### src/rtl/pb_field_decoder.sv
// rtl/pb_field_decoder.sv - streaming protobuf wire-format field decoder
// Walks key/value pairs, emits one record per field and forwards length-delimited payload bytes.
module pb_field_decoder #(
  parameter int MAX_VARINT_BYTES = 10,
  parameter int LEN_W            = 32
) (
  input  logic        clk,
  input  logic        rst_n,
  input  logic        in_valid,
  output logic        in_ready,
  input  logic [7:0]  in_data,
  input  logic        in_last,
  output logic        out_valid,
  input  logic        out_ready,
  output logic [28:0] out_field_num,
  output logic [2:0]  out_wire_type,
  output logic [63:0] out_value,
  output logic        pld_valid,
  input  logic        pld_ready,
  output logic [7:0]  pld_data,
  output logic        pld_last,
  output logic        err,
  output logic [1:0]  err_code,
  output logic        msg_end
);

  localparam int CNT_W = ($clog2(MAX_VARINT_BYTES) > 3) ? $clog2(MAX_VARINT_BYTES) : 3;

  localparam logic [1:0] ERR_OVF   = 2'd0;
  localparam logic [1:0] ERR_WT    = 2'd1;
  localparam logic [1:0] ERR_TRUNC = 2'd2;
  localparam logic [1:0] ERR_FN0   = 2'd3;

  typedef enum logic [2:0] {
    S_KEY,
    S_VARINT,
    S_FIX,
    S_LEN,
    S_EMIT,
    S_PAYLOAD,
    S_DRAIN
  } state_e;

  state_e             state_q, state_d;
  logic [63:0]        acc_q, acc_d;
  logic [CNT_W-1:0]   cnt_q, cnt_d;
  logic [2:0]         wt_q, wt_d;
  logic [28:0]        fnum_q, fnum_d;
  logic [LEN_W-1:0]   rem_q, rem_d;
  logic               last_q, last_d;
  logic               out_valid_q, out_valid_d;
  logic [28:0]        out_field_num_q, out_field_num_d;
  logic [2:0]         out_wire_type_q, out_wire_type_d;
  logic [63:0]        out_value_q, out_value_d;
  logic               err_q, err_d;
  logic [1:0]         err_code_q, err_code_d;
  logic               msg_end_q, msg_end_d;

  logic               accept;
  logic [6:0]         vshift;
  logic [5:0]         fshift;
  logic [63:0]        varint_acc;
  logic [63:0]        fix_acc;
  logic               cnt_max;
  logic               fix_done;
  logic               len_too_big;
  logic [2:0]         key_wt;
  logic               do_emit;
  logic [63:0]        emit_value;
  logic               raise;
  logic [1:0]         raise_code;

  assign out_valid     = out_valid_q;
  assign out_field_num = out_field_num_q;
  assign out_wire_type = out_wire_type_q;
  assign out_value     = out_value_q;
  assign err           = err_q;
  assign err_code      = err_code_q;
  assign msg_end       = msg_end_q;
  assign pld_data      = in_data;

  always_comb begin
    in_ready  = 1'b1;
    pld_valid = 1'b0;
    pld_last  = 1'b0;
    case (state_q)
      S_EMIT: in_ready = 1'b0;
      S_PAYLOAD: begin
        in_ready  = pld_ready;
        pld_valid = in_valid;
        // A truncated payload is still closed off so consumers see a field boundary.
        pld_last  = (rem_q == LEN_W'(1)) || in_last;
      end
      default: in_ready = 1'b1;
    endcase
  end

  assign accept = in_valid && in_ready;

  always_comb begin
    vshift      = 7'(cnt_q) * 7'd7;
    fshift      = {cnt_q[2:0], 3'b000};
    varint_acc  = acc_q | (64'(in_data[6:0]) << vshift);
    fix_acc     = acc_q | (64'(in_data) << fshift);
    cnt_max     = (cnt_q == CNT_W'(MAX_VARINT_BYTES - 1));
    fix_done    = (cnt_q[2:0] == ((wt_q == 3'd1) ? 3'd7 : 3'd3));
    len_too_big = ((varint_acc >> LEN_W) != 64'd0);
    key_wt      = varint_acc[2:0];
  end

  always_comb begin
    state_d         = state_q;
    acc_d           = acc_q;
    cnt_d           = cnt_q;
    wt_d            = wt_q;
    fnum_d          = fnum_q;
    rem_d           = rem_q;
    last_d          = last_q;
    out_valid_d     = out_valid_q;
    out_field_num_d = out_field_num_q;
    out_wire_type_d = out_wire_type_q;
    out_value_d     = out_value_q;
    err_d           = 1'b0;
    err_code_d      = err_code_q;
    msg_end_d       = 1'b0;
    do_emit         = 1'b0;
    emit_value      = 64'd0;
    raise           = 1'b0;
    raise_code      = ERR_OVF;

    case (state_q)
      S_KEY: begin
        if (accept) begin
          acc_d = varint_acc;
          cnt_d = cnt_q + CNT_W'(1);
          if (in_data[7]) begin
            if (cnt_max) begin
              raise      = 1'b1;
              raise_code = ERR_OVF;
            end else if (in_last) begin
              raise      = 1'b1;
              raise_code = ERR_TRUNC;
            end
          end else begin
            acc_d  = 64'd0;
            cnt_d  = '0;
            wt_d   = key_wt;
            fnum_d = varint_acc[31:3];
            if (!(key_wt == 3'd0 || key_wt == 3'd1 || key_wt == 3'd2 || key_wt == 3'd5)) begin
              raise      = 1'b1;
              raise_code = ERR_WT;
            end else if (varint_acc[63:3] == 61'd0) begin
              raise      = 1'b1;
              raise_code = ERR_FN0;
            end else if (in_last) begin
              raise      = 1'b1;
              raise_code = ERR_TRUNC;
            end else begin
              case (key_wt)
                3'd0:    state_d = S_VARINT;
                3'd2:    state_d = S_LEN;
                default: state_d = S_FIX;
              endcase
            end
          end
        end
      end

      S_VARINT, S_LEN: begin
        if (accept) begin
          acc_d = varint_acc;
          cnt_d = cnt_q + CNT_W'(1);
          if (in_data[7]) begin
            if (cnt_max) begin
              raise      = 1'b1;
              raise_code = ERR_OVF;
            end else if (in_last) begin
              raise      = 1'b1;
              raise_code = ERR_TRUNC;
            end
          end else if (state_q == S_VARINT) begin
            do_emit    = 1'b1;
            emit_value = varint_acc;
            last_d     = in_last;
          end else if (len_too_big) begin
            raise      = 1'b1;
            raise_code = ERR_OVF;
          end else if (in_last && (varint_acc != 64'd0)) begin
            raise      = 1'b1;
            raise_code = ERR_TRUNC;
          end else begin
            do_emit    = 1'b1;
            emit_value = varint_acc;
            rem_d      = varint_acc[LEN_W-1:0];
            last_d     = in_last;
          end
        end
      end

      S_FIX: begin
        if (accept) begin
          acc_d = fix_acc;
          cnt_d = cnt_q + CNT_W'(1);
          if (fix_done) begin
            do_emit    = 1'b1;
            emit_value = fix_acc;
            last_d     = in_last;
          end else if (in_last) begin
            raise      = 1'b1;
            raise_code = ERR_TRUNC;
          end
        end
      end

      S_EMIT: begin
        if (out_ready) begin
          out_valid_d = 1'b0;
          msg_end_d   = last_q;
          last_d      = 1'b0;
          state_d     = (wt_q == 3'd2 && rem_q != '0) ? S_PAYLOAD : S_KEY;
        end
      end

      S_PAYLOAD: begin
        if (accept) begin
          rem_d = rem_q - LEN_W'(1);
          if (rem_q == LEN_W'(1)) begin
            state_d   = S_KEY;
            msg_end_d = in_last;
          end else if (in_last) begin
            raise      = 1'b1;
            raise_code = ERR_TRUNC;
          end
        end
      end

      S_DRAIN: begin
        if (accept && in_last) state_d = S_KEY;
      end

      default: state_d = S_KEY;
    endcase

    if (do_emit) begin
      out_valid_d     = 1'b1;
      out_field_num_d = fnum_q;
      out_wire_type_d = wt_q;
      out_value_d     = emit_value;
      state_d         = S_EMIT;
      acc_d           = 64'd0;
      cnt_d           = '0;
    end

    // Truncation or an error on the message's last byte leaves nothing to drain.
    if (raise) begin
      err_d      = 1'b1;
      err_code_d = raise_code;
      acc_d      = 64'd0;
      cnt_d      = '0;
      state_d    = (in_last || raise_code == ERR_TRUNC) ? S_KEY : S_DRAIN;
    end
  end

  always_ff @(posedge clk or negedge rst_n) begin
    if (!rst_n) begin
      state_q         <= S_KEY;
      acc_q           <= 64'd0;
      cnt_q           <= '0;
      wt_q            <= 3'd0;
      fnum_q          <= 29'd0;
      rem_q           <= '0;
      last_q          <= 1'b0;
      out_valid_q     <= 1'b0;
      out_field_num_q <= 29'd0;
      out_wire_type_q <= 3'd0;
      out_value_q     <= 64'd0;
      err_q           <= 1'b0;
      err_code_q      <= 2'd0;
      msg_end_q       <= 1'b0;
    end else begin
      state_q         <= state_d;
      acc_q           <= acc_d;
      cnt_q           <= cnt_d;
      wt_q            <= wt_d;
      fnum_q          <= fnum_d;
      rem_q           <= rem_d;
      last_q          <= last_d;
      out_valid_q     <= out_valid_d;
      out_field_num_q <= out_field_num_d;
      out_wire_type_q <= out_wire_type_d;
      out_value_q     <= out_value_d;
      err_q           <= err_d;
      err_code_q      <= err_code_d;
      msg_end_q       <= msg_end_d;
    end
  end

endmodule

### config.mk
export PLATFORM = sky130hd
export DESIGN_NAME = pb_field_decoder
export DESIGN_NICKNAME = d
export VERILOG_FILES = /design/src/rtl/pb_field_decoder.sv
export SDC_FILE = /design/constraint.sdc
export NUM_CORES = 1
export LEC_CHECK = 0
export ABC_AREA = 0
export CAP_MARGIN = 20
export CORE_MARGIN = 2
export CORE_UTILIZATION = 40
export CTS_CLUSTER_SIZE = 25
export DETAILED_ROUTE_END_ITERATION = 8
export GPL_TIMING_DRIVEN = 0
export PLACE_DENSITY_LB_ADDON = 0.1
export SLEW_MARGIN = 40
export SYNTH_ARGS = -nofsm -noshare
export SYNTH_HDL_FRONTEND = slang
export SYNTH_SLANG_ARGS = --single-unit
### constraint.sdc
create_clock -name clk -period 4.9 [get_ports clk]
set_clock_uncertainty 0.2 [all_clocks]
set_input_delay 0.98 -clock clk [delete_from_list [all_inputs] [get_ports clk]]
set_output_delay 0.98 -clock clk [all_outputs]
set_load 0.02 [all_outputs]
==> flow_metrics.py <==
metrics = {
    "synth": {
        "syn_inst": 1328,
        "yosysSeqAreaShare_pct": 48.2,
        "avgSynthCellArea_sq_um": 9.27,
        "synth_ff_type": "dfrtp_1",
        "synth.distinct_cells": 66,
        "yosysWarningCount": 0,
        "synth_edf_count": 0,
        "synth_seq_cells": 237,
        "syn_nets": 1346,
        "synthesis.area_sq_um": 12300,
        "synth-async-reset-ratio_pct": 100,
    },
    "status": {
        "status": "completed",
    },
    "timing": {
        "rsz0062_at_grt": "false",
        "slew_headroom_pct": 44.1,
        "fin_crit_sh_pct": 97.8,
        "setup_tns_ns": 0,
        "slew_viol_final": 0,
        "hold_viol_final": 0,
        "whs_ns": 0.151,
        "setup_viol": 0,
        "tightest_slew_ns": 0.839,
        "max_freq_mhz": 209,
        "finalCriticalPeriod_ns": 4.79,
    },
    "grt": {
        "grt_first_pass_wirelength_um": 72200,
        "grt_overflow_total": 0,
        "grt_pass1_vias": 11500,
        "grt_max_degree": 73,
        "grt_util_all_layers_pct": 28.9,
        "antenna_found_initial": 0,
    },
    "placement": {
        "place_area_sq_um": 14200,
        "detailed_place_hpwl_um": 33400,
        "dpl.cell_count": 1851,
        "port_buffers": 124,
        "gp_congestion": 0.948,
    },
    "floorplanning": {
        "dieWidth_um": 179,
        "die_height_um": 179,
        "initial_core_util_pct": 40.5,
        "fp-row-count": 64,
        "core_sq_um": 30400,
        "die_area_sq_um": 32200,
        "ioPinCount": 126,
    },
    "clock_tree": {
        "root_buffer": "clkbuf_16",
        "insertion_delay_ns": 0.55,
        "clockBufferDepth": 3,
        "cts_tree": "yes",
        "cts_buffers": 27,
        "htreeDepth": 1,
        "clk_pin_slew_ns": 0.06,
        "clkSinkCount": 237,
    },
    "cells_and_area": {
        "syn2layout_area_growth_pct": 25.9,
        "drive_gt1_share_pct": 14.5,
        "layout.cells.non_filler": 1904,
        "fin_area_sq_um": 15500,
        "n_fill_cell": 2904,
        "finish.utilization_pct": 50.9,
        "fin_nets": 1505,
        "layout_common_cells": "237 x dfrtp_1, 187 x o21ai_0, 136 x nor2_1",
        "mostFrequentLayoutCell": "dfrtp_1",
    },
    "detailed_routing": {
        "vias_per_cell": 6.22,
        "drt-total-wl_um": 47500,
        "drt_iter0_markers": 1409,
        "drt_drc_violations_left": 0,
        "dr.pass1.iters": 7,
        "routedWlPerCell_um": 24.9,
        "ant_nets": 0,
        "dr_total_vias": 11800,
    },
    "worst_setup_path": {
        "cp-start-kind": "input pin",
        "critPathKind": "input pin to flop",
        "worstPathMaxFanout": 10,
        "critPathRequiredTime_ns": 5.18,
        "arrival_ns": 5.08,
        "cp-end-kind": "flop",
    },
    "pwr": {
        "power-per-cell-area_nw_per_um2": 622,
        "leakage_nw": 6.51,
        "ir_drop_mv": 0.315,
    },
    "hold_path": {
        "hold_path.class": "input pin to asynchronous set/reset pin",
    },
    "job": {
        "max_cap_violations": 0,
    },
}
timing repair:
action                                  4_1_cts  5_1_grt
buffers inserted                              3        0
endpoints found under the setup margin      192      191
resized for setup                            16       38
endpoints found under the hold margin         0        0
pin swaps                                     1        0
hold buffers                                  0        0
per-stage QoR:
stage / setup WS [ns] / power [mW]
after floorplan: 1.05 / 5.31
after global placement: -7.95 / 7.00
after CTS: 0.0449 / 9.40
final: 0.108 / 9.63
after global routing: 0.0346 / 10.1
after detailed placement: -1.21 / 7.08
per-layer routing:
layer / routed length [um] / track usage, % / vias up
met5: 0 / 0 / -
met4: 1630 / 11.7 / 0
met3: 4650 / 6.62 / 104
met2: 20000 / 41.0 / 655
met1: 21200 / 42.5 / 5861
li1: - / - / 5223
power by group:
part	switching [mW]	internal (mW)
clock network	0.864	1.38
logic	2.98	1.51
registers	0.429	2.47
total	4.27	5.36
kinds of logic (layout without fill, tap and decap cells):
logic type / count (synthesis) / count (layout) / synth area share [%]
compound gates: 518 / 518 / 26.2
simple gates: 361 / 361 / 13.5
flops: 237 / 237 / 48.2
buf+inv: 130 / 309 / 4.48
mux: 77 / 77 / 7.12
fa+ha+maj: 4 / 4 / 0.407
xor+xnor: 1 / 1 / 0.0712
other cells: 0 / 1 / 0
registers in the layout (all words and copies together), names as in the netlist:
signal         cells
msg_end            1
rem_q             32
out_wire_type      3
out_valid          1
out_value         64
wt_q               3
fnum_q            29
cnt_q              4
err                1
last_q             1
out_field_num     29
acc_q             64
state_q            3
err_code           2
worst max-delay path: stages:
cell and delay [ns]:
clkdlybuf4s50_1 0.66, or4_1 0.61, o31ai_1 0.22, nand4_1 0.12, nor3_1 0.36, nand4_1 0.14, buf_4 0.18, or2_1 0.25
o31ai_1 0.26, nand3_1 0.25, clkbuf_1 0.32, clkbuf_1 0.33, a21oi_1 0.21, o22a_1 0.17
area by class of cell:
type	count	area [sq um]	share of cell area [%]
antenna	1	2.50	0.0161
buffer	117	522	3.37
clock buffer	37	783	5.05
clock inverter	12	200	1.29
inverter	13	48.8	0.315
multi-input combinational	961	6160	39.8
sequential	237	5930	38.3
tap	396	495	3.20
timing repair buffer	130	1350	8.72
cells in the mapped netlist (all sizes together) (4+ instances only):
| master | n | area [sq um] |
|---|---|---|
| a21oi | 62 | 310 |
| o22ai | 50 | 313 |
| or3 | 4 | 25.0 |
| nor4b | 4 | 35.0 |
| or2 | 5 | 31.3 |
| mux2 | 76 | 867 |
| a21o | 4 | 30.0 |
| a22o | 61 | 534 |
| nor2 | 138 | 521 |
| a31oi | 65 | 422 |
| nand4 | 15 | 93.8 |
| nand2 | 109 | 412 |
| and3 | 5 | 31.3 |
| clkbuf | 82 | 308 |
| inv | 13 | 48.8 |
| nor2b | 7 | 43.8 |
| ha | 4 | 50.1 |
| dfrtp | 237 | 5930 |
| nand2b | 13 | 81.3 |
| o22a | 38 | 333 |
| nand3 | 18 | 103 |
| buf | 35 | 195 |
| nor4 | 10 | 77.6 |
| o21ai | 211 | 1060 |
| nor3 | 20 | 100 |
path summary, 6_finish.rpt:
check                            startpoint                to  slack [ns]  cells past startpoint
max in group asynchronous             rst_n         acc_q[24]        3.27                      3
worst max register to register     cnt_q[1]     out_value[43]        0.17                     14
worst min-delay path                  rst_n  out_field_num[4]        0.15                      1
worst max-delay path             in_data[6]         rem_q[24]        0.11                     14
worst min register to register  err_code[1]       err_code[1]        0.27                      2
min in group clk                err_code[1]       err_code[1]        0.27                      2
Power figures use the tool's default switching activity.
